### config.mk
export PLATFORM = sky130hd
export DESIGN_NAME = comp_multiplier
export DESIGN_NICKNAME = d
export VERILOG_FILES = /design/src/rtl/comp_multiplier.sv
export SDC_FILE = /design/constraint.sdc
export NUM_CORES = 1
export LEC_CHECK = 0
export ABC_AREA = 1
export ABC_CLOCK_PERIOD_IN_PS = 6400
export CAP_MARGIN = 10
export CORE_MARGIN = 3
export CORE_UTILIZATION = 58
export DETAILED_ROUTE_END_ITERATION = 12
export PLACE_DENSITY = 0.88
export SLEW_MARGIN = 20
export SYNTH_ARGS = -nofsm -noshare
export SYNTH_HDL_FRONTEND = slang
export SYNTH_SLANG_ARGS = --single-unit
### constraint.sdc
create_clock -name clk -period 6.4 [get_ports clk]
set_input_delay 0.64 -clock clk [delete_from_list [all_inputs] [get_ports clk]]
set_output_delay 0.64 -clock clk [all_outputs]
set_load 0.05 [all_outputs]
### src/rtl/comp_multiplier.sv
// Sequential shift-add WIDTH x WIDTH multiplier, one partial-product step per clock, Run/Ready four-phase handshake.
// Optional macro SIGNED_MULT_EN: two's-complement operands via magnitude datapath plus final conditional negate.
module comp_multiplier #(
  parameter int WIDTH = 32,
  parameter int CNT_W = 6
) (
  input  logic                 clk,
  input  logic                 Reset,
  input  logic                 Run,
  input  logic [WIDTH-1:0]     Multiplicand_in,
  input  logic [WIDTH-1:0]     Multiplier_in,
  output logic [2*WIDTH-1:0]   Product_out,
  output logic                 Ready,
  output logic [WIDTH-1:0]     ALU_result
);

  typedef enum logic [1:0] {
    IDLE = 2'd0,
    CALC = 2'd1,
    DONE = 2'd2
  } state_t;

  localparam logic [CNT_W-1:0] LAST_CNT = CNT_W'(WIDTH - 1);

  state_t             state;
  state_t             state_nxt;
  logic [WIDTH-1:0]   mcand;
  logic [CNT_W-1:0]   cnt;
  logic               last_step;
  logic [WIDTH:0]     step_sum;
  logic [2*WIDTH-1:0] step_p;
  logic [2*WIDTH-1:0] final_p;
  logic [WIDTH-1:0]   op_a;
  logic [WIDTH-1:0]   op_b;

  // Carry out of the upper-half add is kept by shifting it into bit 2W-1.
  assign step_sum  = {1'b0, Product_out[2*WIDTH-1:WIDTH]}
                   + (Product_out[0] ? {1'b0, mcand} : {(WIDTH+1){1'b0}});
  assign step_p    = {step_sum, Product_out[WIDTH-1:1]};
  assign last_step = (state == CALC) && (cnt == LAST_CNT);
  assign ALU_result = Product_out[2*WIDTH-1:WIDTH] + mcand;

`ifdef SIGNED_MULT_EN
  logic sign_q;
  logic sign_d;

  // Magnitude of the most negative value wraps to itself, which is correct read as unsigned.
  assign op_a    = Multiplicand_in[WIDTH-1] ? (~Multiplicand_in + WIDTH'(1)) : Multiplicand_in;
  assign op_b    = Multiplier_in[WIDTH-1]   ? (~Multiplier_in + WIDTH'(1))   : Multiplier_in;
  assign sign_d  = Multiplicand_in[WIDTH-1] ^ Multiplier_in[WIDTH-1];
  assign final_p = sign_q ? (-step_p) : step_p;

  always_ff @(posedge clk or negedge Reset) begin
    if (!Reset) begin
      sign_q <= 1'b0;
    end else if ((state == IDLE) && Run) begin
      sign_q <= sign_d;
    end
  end
`else
  assign op_a    = Multiplicand_in;
  assign op_b    = Multiplier_in;
  assign final_p = step_p;
`endif

  always_ff @(posedge clk or negedge Reset) begin
    if (!Reset) begin
      state <= IDLE;
    end else begin
      state <= state_nxt;
    end
  end

  always_comb begin
    state_nxt = state;
    case (state)
      IDLE: if (Run) state_nxt = CALC;
      CALC: if (last_step) state_nxt = DONE;
      DONE: if (!Run) state_nxt = IDLE;
      default: state_nxt = IDLE;
    endcase
  end

  always_ff @(posedge clk or negedge Reset) begin
    if (!Reset) begin
      Product_out <= '0;
      mcand       <= '0;
      cnt         <= '0;
      Ready       <= 1'b0;
    end else begin
      Ready <= (state_nxt == DONE);
      case (state)
        IDLE: begin
          if (Run) begin
            mcand       <= op_a;
            Product_out <= {{WIDTH{1'b0}}, op_b};
            cnt         <= '0;
          end
        end
        CALC: begin
          cnt         <= cnt + 1'b1;
          Product_out <= last_step ? final_p : step_p;
        end
        default: begin
        end
      endcase
    end
  end

endmodule
==> results by group <==
Min path
  – Hold Path Class: input port to async pin

Layout
  – Layout cells sized above 1: 2.27%
  – Most frequent cells in the layout: 578 x nand2_1, 211 x inv_1, 162 x clkdlybuf4s50_1, 105 x dfrtp_1, 100 x nor2_1
  – Most common cell after layout, fill and taps aside: nand2_1
  – Synth-to-Final Area Change: 24.0%
  – Final nets: 1670

Placement
  – Global placer's final weighted congestion: 0.995
  – Dpl hpwl: ~22000 um
  – Port bufs: between 150 and 200

Floorplan
  – Die Wd: around 130 um
  – Top Ports: between 150 and 200
  – Core Region: 14600 um2
  – Die Area: around 16000 um2
  – Die height: between 100 and 150 um
  – Initial core utilization: approximately three fifths
  – FP Rows: 44

Worst setup path
  – Max stage delay on crit path: approximately 790 ps
  – Reg2reg setup slack: roughly 3400 ps
  – WP buf/inv: 1
  – CP Max Fanout: 4
  – CP max-delay cell: clkdlybuf4s50_1
  – Worst path required time: approximately 5800 ps
  – Worst EP arrival: around 3300 ps
  – Startpoint types: flop
  – Crit-path cells: ha_1 > fa_1 > nand2_1 > nand2_1 > and2_1 > nand3_1 > nand3_1 > nand3b_1 > nand3_1 > nand2_1 > clkdlybuf4s50_1
  – Crit-path leading delay family: simple AND/OR/NAND/NOR gates
  – Endpoint class of the critical path: output port
  – Crit Path Class: flop to output port

STA
  – Fin crit share: roughly 62%
  – Worst-margin pin slew: about 1100 ps
  – Setup Total Neg Slack: 0 ps
  – Setup Skew: 11.9 ps
  – FMAX: roughly 250 MHz
  – Hold slack final: 232 ps
  – Max-slew violation count: 0
  – Final setup violation count: 0
  – Minimum clock period: ~4000 ps
  – RSZ-0062 raised after global routing: no
  – Slew headroom: between 20% and 30%
  – Hold Vio Cnt, Final: 0

Detailed routing
  – Final ANT Viol Nets: 0
  – Residual DRC: 0
  – Final WL: around 28000 um
  – Detailed Routing Iterations Pass 1: 5
  – Routed wire per std cell: roughly 16 um
  – Via-to-Cell Ratio: ~5.5
  – Initial DRC Count: about 710
  – Vias: ~9500

Clock network
  – Clk slew on worst S/H paths: 70 ps
  – CTS buffer count: 9
  – Post-CTS setup buffer count: 0
  – CTS hold repair buffers: 0
  – Clk sinks: roughly 110
  – Clk root buf: clkbuf_16
  – Post-CTS Resized: 0
  – CTS tree: yes
  – Htree depth: 3
  – Clk_lat worst skew: roughly 350 ps
  – Clk buf depth: 2

GRT
  – Total GRT Usage: between 30 and 40%
  – Vias in the first global route: a little under 9000
  – Antenna violations before repair: 0
  – First-pass GRT wire length: around 44000 um
  – Congestion Overflow GR: 0
  – Largest net degree at the start of global routing: ~70

Yosys
  – Cell count after synthesis: around 1400
  – Cell taking the most area after synthesis: dfrtp_1
  – Synth top area cells: dfrtp_1 30%, nand2_1 25%, ha_1 9.2%
  – Cell area after synthesis: 8680 um2
  – Mean Syn Cell Area: roughly 6.3 um2
  – Synth Register Bits: 105
  – Synthesized Nets: between 1500 and 2000
  – Synth cell types: 35
  – Top-area cell type share of the netlist area: 30.3%
  – Sequential-to-total area share from yosys stat: approximately 30%
  – Ys Warns: 0

Flow run
  – MaxCap Viol Count: 0

Outcome
  – Outcome: finished clean
[cells in the mapped netlist, drive strengths merged]
library cell and number:
inv 214, o221ai 21, dfrtp 105, a21o 3, nor3 14, fa 2, o22ai 4, o21a 1
xnor2 5, nand3b 5, nor4 2, o21ai 44, xor2 19, o21bai 5, nand4 7, a22o 1
a22oi 1, nor2 105, or2 4, ha 64, a21oi 69, clkbuf 15, nand2 580, a32o 2
buf 12, and2 1, nand3 75, o211ai 4
[per-layer routing]
metal  GRT usage [%]  wire, um  share of wire, %  vias to the layer above
met5               0         0                 0                        -
met4            12.7       903               3.3                        0
met3            4.90      2150               7.8                       67
met2            54.6     12600                46                      386
met1            45.6     11900                43                     4349
li1                -         -                 -                     4649
[state kept, by name, summed over array words and instances (netlist names)]
name	count
cnt	6
state	2
Product_out	64
mcand	32
Ready	1
[final timing paths]
check | start | to | depth (start not counted)
max | Product_out[32] | ALU_result[28] | 11
min | Reset | mcand[23] | 1
max reg2reg | state[1] | state[0] | 6
min reg2reg | mcand[18] | mcand[18] | 2
max in group asynchronous | Reset | cnt[0] | 2
min in group clk | mcand[18] | mcand[18] | 2
[area by class of cell]
cell class                      count  area [um2]
Multi-Input combinational cell   1038        5140
Fill cell                        1217        3820
Sequential cell                   105        2630
Timing Repair Buffer              169        1670
Inverter                          214         803
Clock buffer                       10         239
Tap cell                          184         230
Clock inverter                      6        47.5
Antenna cell                        1        2.50
[cell families (layout without fill, tap and decap cells)]
group / after synthesis / in the layout / share of synthesized area, %
AND/OR/NAND/NOR: 793 / 793 / 36.6
buffers and inverters: 241 / 399 / 10.6
AO/OA/AOI/OAI: 155 / 155 / 10.5
flip-flops: 105 / 105 / 30.3
adder cells (fa/ha/maj): 66 / 66 / 9.68
XOR/XNOR: 24 / 24 / 2.42
other: 0 / 1 / 0
[through the flow]
| step | std cells | util, % | cell area, um2 | setup slack (ps) |
|---|---|---|---|---|
| finish | 1727 | 73.8 | 10800 | 2420 |
| global route | 1726 | 73.8 | 10800 | 2250 |
| CTS | 1726 | 73.8 | 10800 | 2440 |
| detailed placement | 1710 | 71.8 | 10500 | 2840 |
| global placement | 1710 | 71.8 | 10500 | 2840 |
| floorplan | 1384 | - | 8680 | 3120 |
Power is not shown: default switching activity piles up to over one toggle a cycle in this logic, so the estimate is an artifact.
